**src/rtl/regression_error_acc_if.sv**
```systemverilog
// Handshake and result bundle for regression_error_acc.
// The master drives batch control and sample pairs; the slave returns readiness and results.
interface regression_error_acc_if #(
    parameter int unsigned N_W   = 8,
    parameter int unsigned ACC_W = 48
);
    logic             start;
    logic [N_W-1:0]   n_samples;
    logic [31:0]      thresh;
    logic [31:0]      y_pred;
    logic [31:0]      y_target;
    logic             in_valid;
    logic             in_ready;
    logic             busy;
    logic             out_valid;
    logic             out_ready;
    logic [ACC_W-1:0] sae;
    logic [31:0]      max_abs;
    logic [N_W-1:0]   n_over;

    modport master (
        output start, n_samples, thresh, y_pred, y_target, in_valid, out_ready,
        input  in_ready, busy, out_valid, sae, max_abs, n_over
    );

    modport slave (
        input  start, n_samples, thresh, y_pred, y_target, in_valid, out_ready,
        output in_ready, busy, out_valid, sae, max_abs, n_over
    );
endinterface

```
**src/rtl/regression_error_acc.sv**
```systemverilog
// Batch error accumulator: sum of absolute residuals, peak residual and outlier count
// over n_samples prediction/target pairs, presented once per batch.
module regression_error_acc #(
    parameter int unsigned N_W   = 8,
    parameter int unsigned ACC_W = 48
) (
    input  logic                  clk,
    input  logic                  rst_n,
    regression_error_acc_if.slave bus
);

    typedef enum logic [1:0] {StIdle, StRun, StDone} state_e;

    state_e           state_q, state_d;
    logic [N_W-1:0]   n_q, n_d;
    logic [N_W-1:0]   cnt_q, cnt_d;
    logic [31:0]      thresh_q, thresh_d;
    logic [ACC_W-1:0] sae_q, sae_d;
    logic [31:0]      max_q, max_d;
    logic [N_W-1:0]   nover_q, nover_d;

    logic             accept_start;
    logic             xfer;
    logic             last;
    logic [32:0]      diff;
    logic [32:0]      mag;
    logic [31:0]      abs_r;

    assign accept_start = (state_q == StIdle) && bus.start;
    assign xfer         = (state_q == StRun) && bus.in_valid;
    assign last         = (cnt_q == n_q - N_W'(1));

    // 33-bit difference keeps the full signed range; its magnitude always fits in 32 bits.
    assign diff  = {1'b0, bus.y_target} - {1'b0, bus.y_pred};
    assign mag   = diff[32] ? (33'd0 - diff) : diff;
    assign abs_r = mag[31:0];

    always_ff @(posedge clk or negedge rst_n) begin
        if (!rst_n) begin
            state_q <= StIdle;
        end else begin
            state_q <= state_d;
        end
    end

    always_comb begin
        state_d = state_q;
        unique case (state_q)
            StIdle: begin
                if (bus.start) begin
                    state_d = (bus.n_samples == '0) ? StDone : StRun;
                end
            end
            StRun: begin
                if (xfer && last) begin
                    state_d = StDone;
                end
            end
            StDone: begin
                if (bus.out_ready) begin
                    state_d = StIdle;
                end
            end
            default: state_d = StIdle;
        endcase
    end

    always_comb begin
        bus.in_ready  = (state_q == StRun);
        bus.busy      = (state_q == StRun) || (state_q == StDone);
        bus.out_valid = (state_q == StDone);
        bus.sae       = sae_q;
        bus.max_abs   = max_q;
        bus.n_over    = nover_q;
    end

    always_comb begin
        n_d      = n_q;
        cnt_d    = cnt_q;
        thresh_d = thresh_q;
        sae_d    = sae_q;
        max_d    = max_q;
        nover_d  = nover_q;
        if (accept_start) begin
            n_d      = bus.n_samples;
            thresh_d = bus.thresh;
            cnt_d    = '0;
            sae_d    = '0;
            max_d    = '0;
            nover_d  = '0;
        end else if (xfer) begin
            cnt_d = cnt_q + N_W'(1);
            sae_d = sae_q + ACC_W'(abs_r);
            if (abs_r > max_q) begin
                max_d = abs_r;
            end
            if (abs_r > thresh_q) begin
                nover_d = nover_q + N_W'(1);
            end
        end
    end

    // Results stay in these registers through IDLE until the next accepted start.
    always_ff @(posedge clk or negedge rst_n) begin
        if (!rst_n) begin
            n_q      <= '0;
            cnt_q    <= '0;
            thresh_q <= '0;
            sae_q    <= '0;
            max_q    <= '0;
            nover_q  <= '0;
        end else begin
            n_q      <= n_d;
            cnt_q    <= cnt_d;
            thresh_q <= thresh_d;
            sae_q    <= sae_d;
            max_q    <= max_d;
            nover_q  <= nover_d;
        end
    end

endmodule

```
**src/flat_wrapper.sv**
```systemverilog
// flat-port wrapper written by rule: the top's interface ports become plain ports
module regression_error_acc_flat 
#(
    parameter int unsigned N_W   = 8,
    parameter int unsigned ACC_W = 48
)
  (clk, rst_n, bus_start, bus_n_samples, bus_thresh, bus_y_pred, bus_y_target, bus_in_valid, bus_out_ready, bus_in_ready, bus_busy, bus_out_valid, bus_sae, bus_max_abs, bus_n_over);
  regression_error_acc_if #(.N_W(N_W), .ACC_W(ACC_W)) bus_i ();
  input  logic clk;
  input  logic rst_n;
  input wire logic [$bits(bus_i.start)-1:0] bus_start;
  input wire logic [$bits(bus_i.n_samples)-1:0] bus_n_samples;
  input wire logic [$bits(bus_i.thresh)-1:0] bus_thresh;
  input wire logic [$bits(bus_i.y_pred)-1:0] bus_y_pred;
  input wire logic [$bits(bus_i.y_target)-1:0] bus_y_target;
  input wire logic [$bits(bus_i.in_valid)-1:0] bus_in_valid;
  input wire logic [$bits(bus_i.out_ready)-1:0] bus_out_ready;
  output wire logic [$bits(bus_i.in_ready)-1:0] bus_in_ready;
  output wire logic [$bits(bus_i.busy)-1:0] bus_busy;
  output wire logic [$bits(bus_i.out_valid)-1:0] bus_out_valid;
  output wire logic [$bits(bus_i.sae)-1:0] bus_sae;
  output wire logic [$bits(bus_i.max_abs)-1:0] bus_max_abs;
  output wire logic [$bits(bus_i.n_over)-1:0] bus_n_over;
  assign bus_i.start = bus_start;
  assign bus_i.n_samples = bus_n_samples;
  assign bus_i.thresh = bus_thresh;
  assign bus_i.y_pred = bus_y_pred;
  assign bus_i.y_target = bus_y_target;
  assign bus_i.in_valid = bus_in_valid;
  assign bus_i.out_ready = bus_out_ready;
  assign bus_in_ready = bus_i.in_ready;
  assign bus_busy = bus_i.busy;
  assign bus_out_valid = bus_i.out_valid;
  assign bus_sae = bus_i.sae;
  assign bus_max_abs = bus_i.max_abs;
  assign bus_n_over = bus_i.n_over;
  regression_error_acc #(.N_W(N_W), .ACC_W(ACC_W)) u_core (.clk(clk), .rst_n(rst_n), .bus(bus_i));
endmodule
```
**config.mk**
```make
export PLATFORM = sky130hd
export DESIGN_NAME = regression_error_acc_flat
export DESIGN_NICKNAME = d
export VERILOG_FILES = /design/src/rtl/regression_error_acc_if.sv /design/src/rtl/regression_error_acc.sv /design/src/flat_wrapper.sv
export SDC_FILE = /design/constraint.sdc
export NUM_CORES = 1
export LEC_CHECK = 0
export ABC_AREA = 1
export CORE_ASPECT_RATIO = 1.5
export CORE_UTILIZATION = 52
export DETAILED_ROUTE_END_ITERATION = 10
export PLACE_DENSITY = 0.82
export SLEW_MARGIN = 25
export SYNTH_ARGS = -nofsm -noshare
export SYNTH_HDL_FRONTEND = slang
export SYNTH_SLANG_ARGS = --single-unit
```
**constraint.sdc**
```tcl
create_clock -name clk -period 2.9 [get_ports clk]
set_clock_uncertainty 0.15 [all_clocks]
set_input_delay 0.58 -clock clk [delete_from_list [all_inputs] [get_ports clk]]
set_output_delay 0.58 -clock clk [all_outputs]
set_load 0.05 [all_outputs]
```
==> results_tabular.tex, run 1 <==
\begin{tabular}{lr}
\hline
Metric & Value \\
\hline
\multicolumn{2}{l}{\textbf{CTS}} \\
Maximum clock path buffer count & 2 \\
Total clock sinks & 138 \\
Inserted Clock Buffers & 17 \\
Total number of H-tree levels & 4 \\
Cell chosen for the clock root & sky130\_fd\_sc\_hd\_\_clkbuf\_16 \\
\multicolumn{2}{l}{\textbf{Synth}} \\
Warning count from the yosys run & 0 \\
Average cell area after synthesis & 6.42 sq um \\
Share of synthesized flip-flops with an asynchronous set or reset & 100\% \\
Most area-hungry cell type in the Yosys netlist & sky130\_fd\_sc\_hd\_\_dfrtp\_1 \\
Mapped cell area & 0.0133 sq mm \\
Top area cells in the synthesized netlist & sky130\_fd\_sc\_hd\_\_dfrtp\_1, sky130\_fd\_sc\_hd\_\_nand2\_1, sky130\_fd\_sc\_hd\_\_ha\_1 \\
Number of different library cells in the post-synthesis netlist & 50 \\
Top flip-flop cell by instance count after synthesis & sky130\_fd\_sc\_hd\_\_dfrtp\_1 \\
Count of mapped cells out of synthesis & 2066 \\
Sequential fraction of the synthesis area & 26.0\% \\
Synth Net Count & 2315 \\
Number of synthesized flops with an enable pin & 0 \\
Share of Yosys cell area claimed by the top area cell type & 26.0\% \\
Number of synthesized register bits & 138 \\
\multicolumn{2}{l}{\textbf{Timing}} \\
Worst endpoint type & register data pin \\
Last worst endpoint in the global-route repair\_timing & u\_core.bus.max\_abs[3]\$\_DFFE\_PN0P\_/D \\
\multicolumn{2}{l}{\textbf{Status}} \\
Outcome & stopped before the end \\
Stop err & [ERROR GRT-0232] Routing congestion too high. Check the congestion heatmap in the GUI. \\
Stage at which the flow ended & global routing \\
\multicolumn{2}{l}{\textbf{Place}} \\
Post-DP HPWL & 37.8 mm \\
Placed insts & 2863 \\
Pre-CTS setup slack & -2.65 ns \\
Gp weighted congestion & 0.985 \\
PortBufs & 199 \\
\multicolumn{2}{l}{\textbf{Die}} \\
Number of placed I/O pins & 200 \\
Overall die height & 198 um \\
Initial core utilization & 52.9\% \\
Number of core rows & 71 \\
Width of the die & 132 um \\
\multicolumn{2}{l}{\textbf{Global routing}} \\
Largest net degree at the start of global routing & 81 \\
Overflow left after global routing & 1974 \\
Aggregate global-route resource usage & 93.2\% \\
\hline
\end{tabular}
synth_stat cells, drive strengths merged (8+ instances only):
cell,count
a21oi,122
a31oi,14
clkbuf,22
dfrtp,138
ha,138
inv,376
nand2,650
nand3,93
nand3b,12
nand4,34
nor2,179
nor3,25
o21ai,137
o22ai,12
xnor2,8
xor2,35
per-layer routing:
metal | track usage [%] | GRT overflow
met1 | 84.4 | 24
met2 | 129 | 1548
met3 | 59.3 | 15
met4 | 112 | 387
met5 | 11.7 | 0
repair_timing:
action | CTS
endpoints found under the hold margin | 37
gates resized for setup | 568
setup endpoints to repair | 87
pin swaps | 222
setup buffers | 70
hold buffers | 1
cloned | 3
logic make-up after synthesis:
group,share of synthesized area [%]
AO/OA/AOI/OAI,13.6
buffers and inverters,11.7
adder cells (fa/ha/maj),13.3
AND/OR/NAND/NOR,32.3
flip-flops,26.0
XOR/XNOR,3.07
per-stage QoR:
stage               TNS (ns)  utilization, %  cell area [sq um]  hold slack, ns
global placement     -194.13            73.7              18500           0.346
detailed placement   -201.45            73.7              18500           0.349
floorplan             -96.65               -              13900           0.134
CTS                  -110.10            86.8              21800           0.364
==> run 2, diff against run 1 <==
--- a/config.mk
+++ b/config.mk
@@ -6,10 +6,9 @@
 export NUM_CORES = 1
 export LEC_CHECK = 0
 export ABC_AREA = 1
-export CORE_ASPECT_RATIO = 1.5
-export CORE_UTILIZATION = 52
+export CORE_UTILIZATION = 37
 export DETAILED_ROUTE_END_ITERATION = 10
-export PLACE_DENSITY = 0.82
+export PLACE_DENSITY_LB_ADDON = 0.15
 export SLEW_MARGIN = 25
 export SYNTH_ARGS = -nofsm -noshare
 export SYNTH_HDL_FRONTEND = slang
==> run 2 against run 1 <==
The flow now finishes, with violations (setup timing). Synthesized area stayed put. Synthesized cell count stayed put.
==> results_tabular.tex, run 2 <==
\begin{tabular}{lr}
\hline
Metric & Value \\
\hline
\multicolumn{2}{l}{\textbf{Die}} \\
CORE AREA & 0.0349 sq mm \\
Number of core rows & 68 \\
Initial core utilization & 38.0\% \\
Overall die height & 191 um \\
Width of the die & 191 um \\
Total Die Area & 0.0366 sq mm \\
Number of placed I/O pins & 200 \\
\multicolumn{2}{l}{\textbf{Detailed routing}} \\
Post-route antenna net violation count & 0 \\
Total iterations of the first detailed-routing run & 5 \\
Routed vias & 15610 \\
Routed wire length per instance & 15.9 um \\
Drt total wl & 49.9 mm \\
Number of design-rule violations left by the first detailed-router iteration & 955 \\
Remaining design rule violation count & 0 \\
Vias per Instance & 4.97 \\
\multicolumn{2}{l}{\textbf{Synth}} \\
Synth Net Count & 2315 \\
Multiplexer share of the synthesized area & 0\% \\
Combinational family with the most area after synthesis & simple AND/OR/NAND/NOR gates \\
Warning count from the yosys run & 0 \\
Share of Yosys cell area claimed by the top area cell type & 26.0\% \\
Compound-gate portion of the synthesized area & 13.6\% \\
Share of synthesized flip-flops with an asynchronous set or reset & 100\% \\
Number of synthesized register bits & 138 \\
Sequential fraction of the synthesis area & 26.0\% \\
Count of mapped cells out of synthesis & 2066 \\
Most area-hungry cell type in the Yosys netlist & sky130\_fd\_sc\_hd\_\_dfrtp\_1 \\
Number of different library cells in the post-synthesis netlist & 50 \\
List of most frequent post-synthesis cells & sky130\_fd\_sc\_hd\_\_nand2\_1, sky130\_fd\_sc\_hd\_\_inv\_1, sky130\_fd\_sc\_hd\_\_nor2\_1 \\
Mapped cell area & 0.0133 sq mm \\
Top area cells in the synthesized netlist & sky130\_fd\_sc\_hd\_\_dfrtp\_1, sky130\_fd\_sc\_hd\_\_nand2\_1, sky130\_fd\_sc\_hd\_\_ha\_1 \\
Simple-Gate Fraction of Synth Area & 32.3\% \\
Most instantiated library cell after synthesis & sky130\_fd\_sc\_hd\_\_nand2\_1 \\
Top flip-flop cell by instance count after synthesis & sky130\_fd\_sc\_hd\_\_dfrtp\_1 \\
Post-synthesis adder-cell area fraction & 13.3\% \\
Number of synthesized flops with an enable pin & 0 \\
Fraction of synthesized cell area in xor and xnor cells & 3.07\% \\
Average cell area after synthesis & 6.42 sq um \\
\multicolumn{2}{l}{\textbf{Finish}} \\
Commonest non-fill, non-tap cell in the layout & sky130\_fd\_sc\_hd\_\_nand2\_1 \\
Net total in the final layout & 2928 \\
Antenna diode instance count & 0 \\
Max FFs per register & 48 \\
Highest-count cells in the layout ignoring fill and taps & sky130\_fd\_sc\_hd\_\_nand2\_1, sky130\_fd\_sc\_hd\_\_buf\_4, sky130\_fd\_sc\_hd\_\_inv\_1 \\
Total of fill cells in the finished design & 3006 \\
Number of standard cells in the final layout excluding fillers & 3144 \\
Share of post-route cells with drive strength above 1 & 39.8\% \\
Layout-stage area growth over the synthesis result & 73.0\% \\
\multicolumn{2}{l}{\textbf{Place}} \\
PortBufs & 199 \\
Gp weighted congestion & 0.954 \\
Placed insts & 2991 \\
Pre-CTS setup slack & -2.77 ns \\
Post-DP HPWL & 36.8 mm \\
\multicolumn{2}{l}{\textbf{Min path}} \\
Type of the most critical hold path & register to register \\
\multicolumn{2}{l}{\textbf{Global routing}} \\
Global-route wire length before repair & 78.3 mm \\
Aggregate global-route resource usage & 27.2\% \\
Number of global-route vias before repair & 15273 \\
Overflow left after global routing & 0 \\
Largest net degree at the start of global routing & 51 \\
Antenna violations before repair & 0 \\
\multicolumn{2}{l}{\textbf{Timing}} \\
RSZ-0062 raised after global routing & true \\
Worst slew margin relative to its limit & 59.2\% \\
Number of setup violations in the final report & 87 \\
Tmin final & 4.40 ns \\
Period utilization & 152\% \\
Final Hold Violating Endpoints & 0 \\
Highest attainable clock frequency & 227 MHz \\
Fin. max-slew vios & 0 \\
Worst-case setup margin in the final layout & -1.50 ns \\
Worst Max-Slew Pin Slew & 0.609 ns \\
\multicolumn{2}{l}{\textbf{Worst setup path}} \\
Kind of launch point of the worst setup path & input port \\
Category of the worst setup path capture point & register \\
Max incr delay on CP & 0.37 ns \\
Critical path required time & 3.11 ns \\
Slowest-stage cell, CP & sky130\_fd\_sc\_hd\_\_fa\_2 \\
Category of the critical setup timing path & input port to register \\
Data arrival at the endpoint of the critical path & 4.61 ns \\
Maximum fanout encountered on the critical timing path & 13 \\
\multicolumn{2}{l}{\textbf{Power and ir drop}} \\
Final total power & 0.0201 W \\
Power density over the cells & 875 mW/mm\^{}2 \\
Leakage power & 11.1 nW \\
Max VDD drop & 0.666 mV \\
\multicolumn{2}{l}{\textbf{CTS}} \\
Maximum clock path buffer count & 2 \\
Total number of H-tree levels & 4 \\
Inserted Clock Buffers & 17 \\
Clock latency at the later pin of the worst-skew pair & 0.44 ns \\
CTS tree & done \\
Cell chosen for the clock root & sky130\_fd\_sc\_hd\_\_clkbuf\_16 \\
Clk pin slew, worst setup/hold paths & 0.06 ns \\
Total clock sinks & 138 \\
\multicolumn{2}{l}{\textbf{Status}} \\
Outcome & complete, but fails checks \\
Violations in the final reports & setup timing \\
\multicolumn{2}{l}{\textbf{Flow run}} \\
Max cap viols & 0 \\
\hline
\end{tabular}
[run 2: area by class of cell]
class                   count  area, sq um  share of cell area, %
clock buffers              20          457                   1.99
clock inverters             9         52.6                  0.229
inverters                 380         1490                   6.49
multi-input cells        1521        11500                   50.1
flip-flops and latches    138         3450                   15.1
well taps                 455          569                   2.48
repair buffers            619         5410                   23.6
repair inverters            2         20.0                 0.0873
[run 2: critical path: cells and delay by family]
kind / cells / cell delay, ns
compound gates: 2 / 0.38
fa+ha+maj: 3 / 0.77
buf+inv: 9 / 1.04
simple gates: 17 / 1.80
[run 2: worst paths after layout]
check | start | end | slack (ns) | cells after the start
min in group asynchronous | rst_n | u_core.bus.n_over[1]$_DFFE_PN0P_ | 0.49 | 2
max | bus_y_target[0] | u_core.bus.max_abs[2]$_DFFE_PN0P_ | -1.50 | 31
max reg2reg | u_core.bus.sae[0]$_DFFE_PN0P_ | u_core.bus.sae[28]$_DFFE_PN0P_ | 0.16 | 15
min reg2reg | u_core.n_q[7]$_DFFE_PN0P_ | u_core.n_q[7]$_DFFE_PN0P_ | 0.37 | 2
max in group asynchronous | rst_n | u_core.thresh_q[7]$_DFFE_PN0P_ | 1.37 | 3
min | u_core.n_q[7]$_DFFE_PN0P_ | u_core.n_q[7]$_DFFE_PN0P_ | 0.37 | 2
[run 2: report_power, final]
group	switching, W	internal [W]	total (W)
combinational	0.00834	0.00645	0.0148
clock	0.000864	0.00111	0.00197
sequential	0.000693	0.00261	0.00330
total	0.00990	0.0102	0.0201
[run 2: repair_timing]
item | 4_1_cts | 5_1_grt
cloned | 4 | 0
pin swaps | 274 | 73
gates resized for setup | 740 | 76
setup endpoints to repair | 87 | 87
buffers inserted | 120 | 19
hold endpoints to repair | 41 | 0
hold buffers | 1 | 0
[run 2: per-layer routing]
metal  GRT usage (%)  wire length, um  up-vias
li1                -                -     7825
met1            37.8            23400     7349
met2            43.6            22700      377
met3            4.37             2670       59
met4            6.81             1010        0
met5               0                0        -
[run 2: cell families after synthesis]
group,count (synthesis)
flip-flops,138
AND/OR/NAND/NOR,1011
adder cells (fa/ha/maj),140
buffers and inverters,407
AO/OA/AOI/OAI,327
XOR/XNOR,43
[run 2: through the flow]
step / util [%] / setup TNS (ns) / hold slack [ns] / area (sq um)
2_1_floorplan: - / -96.65 / 0.134 / 13900
3_3_place_gp: 53.2 / -201.05 / 0.347 / 18600
3_5_place_dp: 53.2 / -204.44 / 0.355 / 18600
4_1_cts: 64.5 / -107.09 / 0.372 / 22500
5_1_grt: 65.8 / -133.45 / 0.397 / 22900
6_report: 65.8 / -111.30 / 0.368 / 22900
(Power assumes the default switching activity.)
